$ cat config.mk
export PLATFORM = sky130hd
export DESIGN_NAME = i2s_receiver
export DESIGN_NICKNAME = d
export VERILOG_FILES = /design/src/rtl/i2s_receiver.sv
export SDC_FILE = /design/constraint.sdc
export NUM_CORES = 1
export LEC_CHECK = 0
export ABC_AREA = 1
export CELL_PAD_IN_SITES_DETAIL_PLACEMENT = 0
export CELL_PAD_IN_SITES_GLOBAL_PLACEMENT = 2
export CORE_UTILIZATION = 35
export DETAILED_ROUTE_END_ITERATION = 8
export PLACE_DENSITY = 0.91
export SLEW_MARGIN = 30
export SYNTH_ARGS = -nofsm -noshare
export SYNTH_HDL_FRONTEND = slang
export SYNTH_SLANG_ARGS = --single-unit
export TNS_END_PERCENT = 20
$ cat constraint.sdc
create_clock -name clk -period 11.1 [get_ports clk]
set_clock_uncertainty 0.2 [all_clocks]
set_input_delay 1.11 -clock clk [delete_from_list [all_inputs] [get_ports clk]]
set_output_delay 1.11 -clock clk [all_outputs]
set_load 0.03 [all_outputs]
$ cat src/rtl/i2s_receiver.sv
`default_nettype none
// ============================================================================
// Module      : i2s_receiver
// Description : I2S slave receiver. Synchronises bclk/lrclk/sdata into clk,
//               deserialises left/right words and emits one stereo frame per
//               LR period on a valid/ready interface.
// Revision    : 1.0 - initial release
// ============================================================================
module i2s_receiver #(
  parameter int DATA_WIDTH = 24,
  parameter int SLOT_WIDTH = 32
) (
  input  logic        clk,
  input  logic        reset,
  input  logic        i2s_bclk,
  input  logic        i2s_lrclk,
  input  logic        i2s_sdata,
  output logic [63:0] frame_data,
  output logic        frame_valid,
  input  logic        frame_ready,
  output logic        overrun,
  output logic        frame_err
);

  localparam int c_CNT_W = $clog2(DATA_WIDTH + 1);
  localparam int c_PAD_W = 32 - DATA_WIDTH;
  localparam logic [c_CNT_W-1:0] c_FULL = c_CNT_W'(DATA_WIDTH);
  localparam logic [c_CNT_W-1:0] c_LAST = c_CNT_W'(DATA_WIDTH - 1);

  typedef enum logic [1:0] {
    ST_SYNC  = 2'd0,
    ST_LEFT  = 2'd1,
    ST_RIGHT = 2'd2
  } state_t;

  if (DATA_WIDTH < 2 || DATA_WIDTH > 31 || SLOT_WIDTH <= DATA_WIDTH) begin : g_param_check
    $error("i2s_receiver: unsupported DATA_WIDTH/SLOT_WIDTH combination");
  end

  logic [2:0]            r_bclk_sync;
  logic [1:0]            r_lr_sync;
  logic [1:0]            r_sd_sync;
  logic                  r_lr_prev;
  logic [c_CNT_W-1:0]    r_bit_cnt;
  logic [DATA_WIDTH-2:0] r_shreg;
  logic [DATA_WIDTH-1:0] r_left_hold;
  logic [63:0]           r_frame_data;
  logic                  r_frame_valid;
  logic                  r_overrun;
  logic                  r_frame_err;
  state_t                r_state;
  state_t                w_state_nxt;

  logic                  w_bclk_rise;
  logic                  w_lr;
  logic                  w_sd;
  logic                  w_lr_change;
  logic [DATA_WIDTH-1:0] w_word;
  logic                  w_word_done;
  logic                  w_frame_done;
  logic                  w_slot_err;

  assign w_bclk_rise = r_bclk_sync[1] & ~r_bclk_sync[2];
  assign w_lr        = r_lr_sync[1];
  assign w_sd        = r_sd_sync[1];
  assign w_lr_change = w_lr != r_lr_prev;
  // Full word as it stands once the current bit has been shifted in.
  assign w_word      = {r_shreg, w_sd};

  always_ff @(posedge clk or posedge reset) begin
    if (reset) begin
      r_bclk_sync <= '0;
      r_lr_sync   <= '0;
      r_sd_sync   <= '0;
    end else begin
      r_bclk_sync <= {r_bclk_sync[1:0], i2s_bclk};
      r_lr_sync   <= {r_lr_sync[0], i2s_lrclk};
      r_sd_sync   <= {r_sd_sync[0], i2s_sdata};
    end
  end

  always_ff @(posedge clk or posedge reset) begin
    if (reset) begin
      r_state <= ST_SYNC;
    end else begin
      r_state <= w_state_nxt;
    end
  end

  always_comb begin
    w_state_nxt  = r_state;
    w_word_done  = 1'b0;
    w_frame_done = 1'b0;
    w_slot_err   = 1'b0;
    if (w_bclk_rise) begin
      if (w_lr_change) begin
        // An LR edge closes the previous slot; its bit belongs to that slot.
        case (r_state)
          ST_SYNC: begin
            if (!w_lr) begin
              w_state_nxt = ST_LEFT;
            end
          end
          ST_LEFT: begin
            if (r_bit_cnt == c_FULL) begin
              w_state_nxt = ST_RIGHT;
            end else begin
              w_slot_err  = 1'b1;
              w_state_nxt = ST_SYNC;
            end
          end
          ST_RIGHT: begin
            if (r_bit_cnt == c_FULL) begin
              w_state_nxt = ST_LEFT;
            end else begin
              w_slot_err  = 1'b1;
              w_state_nxt = ST_SYNC;
            end
          end
          default: w_state_nxt = ST_SYNC;
        endcase
      end else if (r_bit_cnt == c_LAST) begin
        w_word_done  = 1'b1;
        w_frame_done = (r_state == ST_RIGHT);
      end
    end
  end

  always_ff @(posedge clk or posedge reset) begin
    if (reset) begin
      r_lr_prev   <= 1'b0;
      r_bit_cnt   <= '0;
      r_shreg     <= '0;
      r_left_hold <= '0;
    end else if (w_bclk_rise) begin
      r_lr_prev <= w_lr;
      if (w_lr_change) begin
        r_bit_cnt <= '0;
      end else if (r_bit_cnt < c_FULL) begin
        r_shreg   <= w_word[DATA_WIDTH-2:0];
        r_bit_cnt <= r_bit_cnt + 1'b1;
      end
      if (w_word_done && r_state == ST_LEFT) begin
        r_left_hold <= w_word;
      end
    end
  end

  always_ff @(posedge clk or posedge reset) begin
    if (reset) begin
      r_frame_data  <= '0;
      r_frame_valid <= 1'b0;
      r_overrun     <= 1'b0;
      r_frame_err   <= 1'b0;
    end else begin
      r_overrun   <= 1'b0;
      r_frame_err <= w_slot_err;
      if (w_frame_done) begin
        // A consumer accepting this cycle frees the slot for the new frame.
        if (!r_frame_valid || frame_ready) begin
          r_frame_data  <= {{c_PAD_W{1'b0}}, r_left_hold, {c_PAD_W{1'b0}}, w_word};
          r_frame_valid <= 1'b1;
        end else begin
          r_overrun <= 1'b1;
        end
      end else if (r_frame_valid && frame_ready) begin
        r_frame_valid <= 1'b0;
      end
    end
  end

  assign frame_data  = r_frame_data;
  assign frame_valid = r_frame_valid;
  assign overrun     = r_overrun;
  assign frame_err   = r_frame_err;

endmodule
`default_nettype wire

=== Word level (Yosys, flattened, before mapping) ===
Index checks and enable logic that the tools add are counted.

* Flip-flop bits (word level): 113
* Input bits: 6
* Output and inout bits: 67
* Word-level logic and storage cells: 59

* Add/subtract/negate cells: 1
* Order comparisons: 1
* Eq/ne operators: 7
* Muxes and demuxes: 21
* Bitwise operators: 3
* Reduce and logical (&&, ||, !) cells: 14

{| class="wikitable"
|+ Operators with widths
! operator !! number
|-
| 2-to-1 mux 1 bit || 16
|-
| equality test 5 bit (second input constant) || 2
|-
| 2-to-1 mux 5 bit || 2
|-
| AND reduction 2 bit || 4
|-
| one-hot mux 2 bit (3 select lines) || 1
|-
| AND reduction 3 bit || 2
|-
| adder 5 x 1 -> 5 bit (second input constant) || 1
|-
| < comparator 5 bit (second input constant) || 1
|-
| 2-to-1 mux 2 bit || 2
|-
| nonzero test 2 bit || 2
|-
| equality test 2 x 1 -> 1 bit (second input constant) || 1
|-
| equality test 2 bit (second input constant) || 1
|-
| logical AND 1 bit || 2
|-
| zero test 2 bit || 1
|-
| inequality test 2 x 1 -> 1 bit (second input constant) || 1
|-
| inequality test 2 bit (second input constant) || 1
|-
| inverter 1 bit || 2
|-
| OR reduction 2 bit || 1
|-
| AND 1 bit || 1
|-
| zero test 1 bit || 1
|-
| logical OR 1 bit || 1
|-
| inequality test 1 bit || 1
|}

=== Logic depth before layout (Yosys ltp) ===
* Word-level depth: 6
* Depth in mapped cells: 9
* Gate-level depth less buffers: 8

=== Least setup slack after synthesis ===
No wires, ideal clock.

* Path type: in2reg
* Start point: input port frame_ready
* End point: register r_frame_data[0] (netlist: frame_data[0])
* Setup time: 118 ps
* Arrival: 1796 ps
* Data required time: 10782 ps
* Setup slack: 8986 ps
* Stages on the path: 7
* Buffers on the path: 2
* Cells stage by stage: inv_1 > nand2_1 > nand4_1 > buf_2 > buf_6 > nand2_1 > nand2_1

* Longest elaborated chain between the ends: 2

{| class="wikitable"
|+ RTL lines
! what !! line !! text
|-
| from (decl) || 20 || <nowiki>input logic frame_ready,</nowiki>
|-
| logical OR 1 bit || 160 || <nowiki>if (!r_frame_valid || frame_ready) begin</nowiki>
|-
| AND reduction 2 bit (no line) || - ||
|-
| to (signal assigned) || 161 || <nowiki>r_frame_data <= {{c_PAD_W{1'b0}}, r_left_hold, {c_PAD_W{1'b0}}, w_word};</nowiki>
|-
| to (decl) || 47 || <nowiki>logic [63:0] r_frame_data;</nowiki>
|}

Every way passes these cells.
A chain may end at the register's enable or synchronous reset.

=== Worst setup path after layout ===
* Start point: input port frame_ready
* End point: register r_frame_data[23] (netlist: frame_data[23])

Same word-level chain as after synthesis.

==> out/metrics.cfg <==
[run_status]
status=finished clean

[run]
drv_cap=0

[place]
place.gp.congestion=0.680
placed_cell_area_um2=5330
dp.final_hpwl_mm=6.19
dp.cells=723
port-buffer-count=56

[global_routing]
grt_max_degree=86
grt_overflow=0
grt_pass1_vias=3416
grt_first_pass_wirelength_mm=16.9
grt_usage_pct=15.2
antenna_found_initial=0

[timing]
tightest_slew_ns=0.831
rsz0062_at_grt=false
finalSetupViolCount=0
final.period_utilization_pct=30.8
tns_ns=0
slew_violations=0
min_period_ns=3.42
slew-limit-headroom_pct=44.4
max_freq_ghz=0.293
report.final.hold_viol_count=0

[floorplan]
rows=42
ios=73
die-area_um2=14000
core-area_um2=13200
initial_core_util_pct=35.9
fp.dieW_um=118
die_height_um=118

[clock_tree]
cts_tree=yes
htreeDepth=4
cts_hold_buf=0
cts_setup_buffers=0
clock_latency_ns=0.40
clock-root-buffer=clkbuf_16
clockBufferDepth=2
cts_sinks=113
cts_resized=0
cts_buffers=17
path_clk_slew_ns=0.05

[yosys]
yosys.area_share.simple_pct=29.4
yosysWarningCount=0
synthAdderAreaFrac_pct=1.58
synth_area_um2=4750
synth_xor_xnor_area_share_pct=0.184
syn_inst=518
syn_avg_cell_area_um2=9.17
ys_seq_elements=113
ys_seq_area_share_pct=59.6
synth_compound_area_share_pct=1.26
ys_types=23
synth_top_family_by_area=simple AND/OR/NAND/NOR gates
muxShareOfSynthArea_pct=0

[final_layout]
layout-drive-gt1-share_pct=8.64
final_cells=755
design_area_um2=5990
fill_cells=1280
fin_nets=580
antenna_cells=0
area_growth_pct=26.2

[drt]
drt_pre_antenna_iters=4
drt-initial-drc-count=189
vias=3429
routed_wl_mm=9.67
drc_errors=0
drtAntennaViolNets=0
via_per_inst=4.54
wl_per_cell_um=12.8

[critical_path]
cpMostUsedCell=nand2_1
critPathRequiredTime_ns=11.18
max_stage_delay_ns=0.74
slowest_stage=nand4_1
crit_path_max_fanout=51
end_kind=flop
cp_cell_sequence=clkdlybuf4s50_1 -> inv_1 -> nand2_1 -> buf_4 -> nand4_1 -> buf_4 -> nand2_1 -> nand2_1
cp.arrival_ns=3.50
r2r_cells=7
path_class=primary input to flop
start_kind=primary input

[pwr]
power_leakage_uw=0.00310
vdd_ir_drop_max_mv=0.102
pwr_density_cell_nw_per_um2=178

[worst_hold_path]
hp-class=flop to flop
min_path_cells=0

cells in the final DEF (no fill, tap or decap), drive strengths merged:
| master | count |
|---|---|
| nor2 | 11 |
| nand2 | 251 |
| o21ai | 12 |
| clkbuf | 21 |
| dfrtp | 113 |
| nor3 | 1 |
| nand3 | 5 |
| ha | 6 |
| inv | 19 |
| nand4 | 50 |
| bufinv | 4 |
| clkinvlp | 3 |
| buf | 6 |
| xor2 | 1 |
| nor3b | 1 |
| clkinv | 3 |
| conb | 16 |
| clkdlybuf4s50 | 56 |
cell usage after synthesis:
library cell  instances  area share, %
buf_2                 7           0.74
buf_4                18            2.8
buf_6                 7            1.7
clkbuf_1             14            1.1
clkinv_2              1           0.11
conb_1                1          0.079
dfrtp_1             113             60
ha_1                  6            1.6
inv_1                15            1.2
inv_2                 4           0.32
nand2_1             248             20
nand2_2               3           0.40
nand3_1               3           0.32
nand3_4               2           0.74
nand4_1              50            6.6
nor2_1                8           0.63
nor2_2                1           0.13
nor2_4                2           0.47
nor3_4                1           0.34
nor3b_1               1           0.16
o21ai_0              11            1.2
o21ai_1               1           0.11
xor2_1                1           0.18
critical path: cells and delay by family:
| family | cells | cell delay [ns] |
|---|---|---|
| buffers and inverters | 4 | 1.40 |
| and+or+nand+nor | 4 | 0.94 |
where the power goes:
group	leakage, uW	internal (uW)	switching, uW
logic	0.00125	15.0	38.2
registers	0.00155	430	19.0
clock network	0.000297	390	177
total	0.00310	835	234
final timing paths:
kind | from | endpoint | slack, ns
min in group asynchronous | reset | frame_data[20] | 0.85
min reg2reg | r_bclk_sync[0] | r_bclk_sync[1] | 0.14
max in group asynchronous | reset | r_left_hold[7] | 8.79
min | r_bclk_sync[0] | r_bclk_sync[1] | 0.14
max reg2reg | r_state[0] | frame_data[23] | 8.22
max | frame_ready | frame_data[23] | 7.68
cell families after synthesis:
kind of cell               Yosys count
AOI/OAI and AO/OA                   12
xor gates and xnor gates             1
adders and majority gates            6
buffers and inverters               66
DFF                                113
other                                1
and+or+nand+nor                    319
per-stage QoR:
| step | utilization (%) | worst slack (ns) | power [uW] | hold WS (ns) |
|---|---|---|---|---|
| final | 45.2 | 7.68 | 1070 | 0.145 |
| after global routing | 45.2 | 7.42 | 1110 | 0.155 |
| after CTS | 44.9 | 7.66 | 1080 | 0.148 |
| after detailed placement | 40.2 | 7.22 | 510 | 0.136 |
| after global placement | 40.1 | 7.32 | 507 | 0.133 |
| after floorplan | - | 6.80 | 498 | 0.131 |
state kept, by name (all words and copies together) (netlist names):
signal and flops:
frame_data 48, r_left_hold 24, r_shreg 23, r_bit_cnt 5
r_bclk_sync 3, r_lr_sync 2, r_sd_sync 2, r_state 2
frame_err 1, frame_valid 1, overrun 1, r_lr_prev 1
cell type report:
cell class | count | area [um2] | share of cell area, %
flip-flops and latches | 113 | 2830 | 47.2
multi-input cells | 354 | 1600 | 26.8
repair buffers | 62 | 633 | 10.6
clock buffers | 21 | 470 | 7.85
well taps | 176 | 220 | 3.68
clock inverters | 9 | 156 | 2.61
inverters | 20 | 78.8 | 1.32
layer usage:
layer / vias up / GRT usage, % / part of all wire, % / wire length, um
met5: - / 0 / 0 / 0
met4: 0 / 5.93 / 1.0 / 97
met3: 7 / 4.20 / 3.3 / 320
met2: 71 / 22.1 / 43 / 4190
met1: 1630 / 21.6 / 52 / 5060
li1: 1721 / - / - / -
Power figures use the tool's default switching activity.
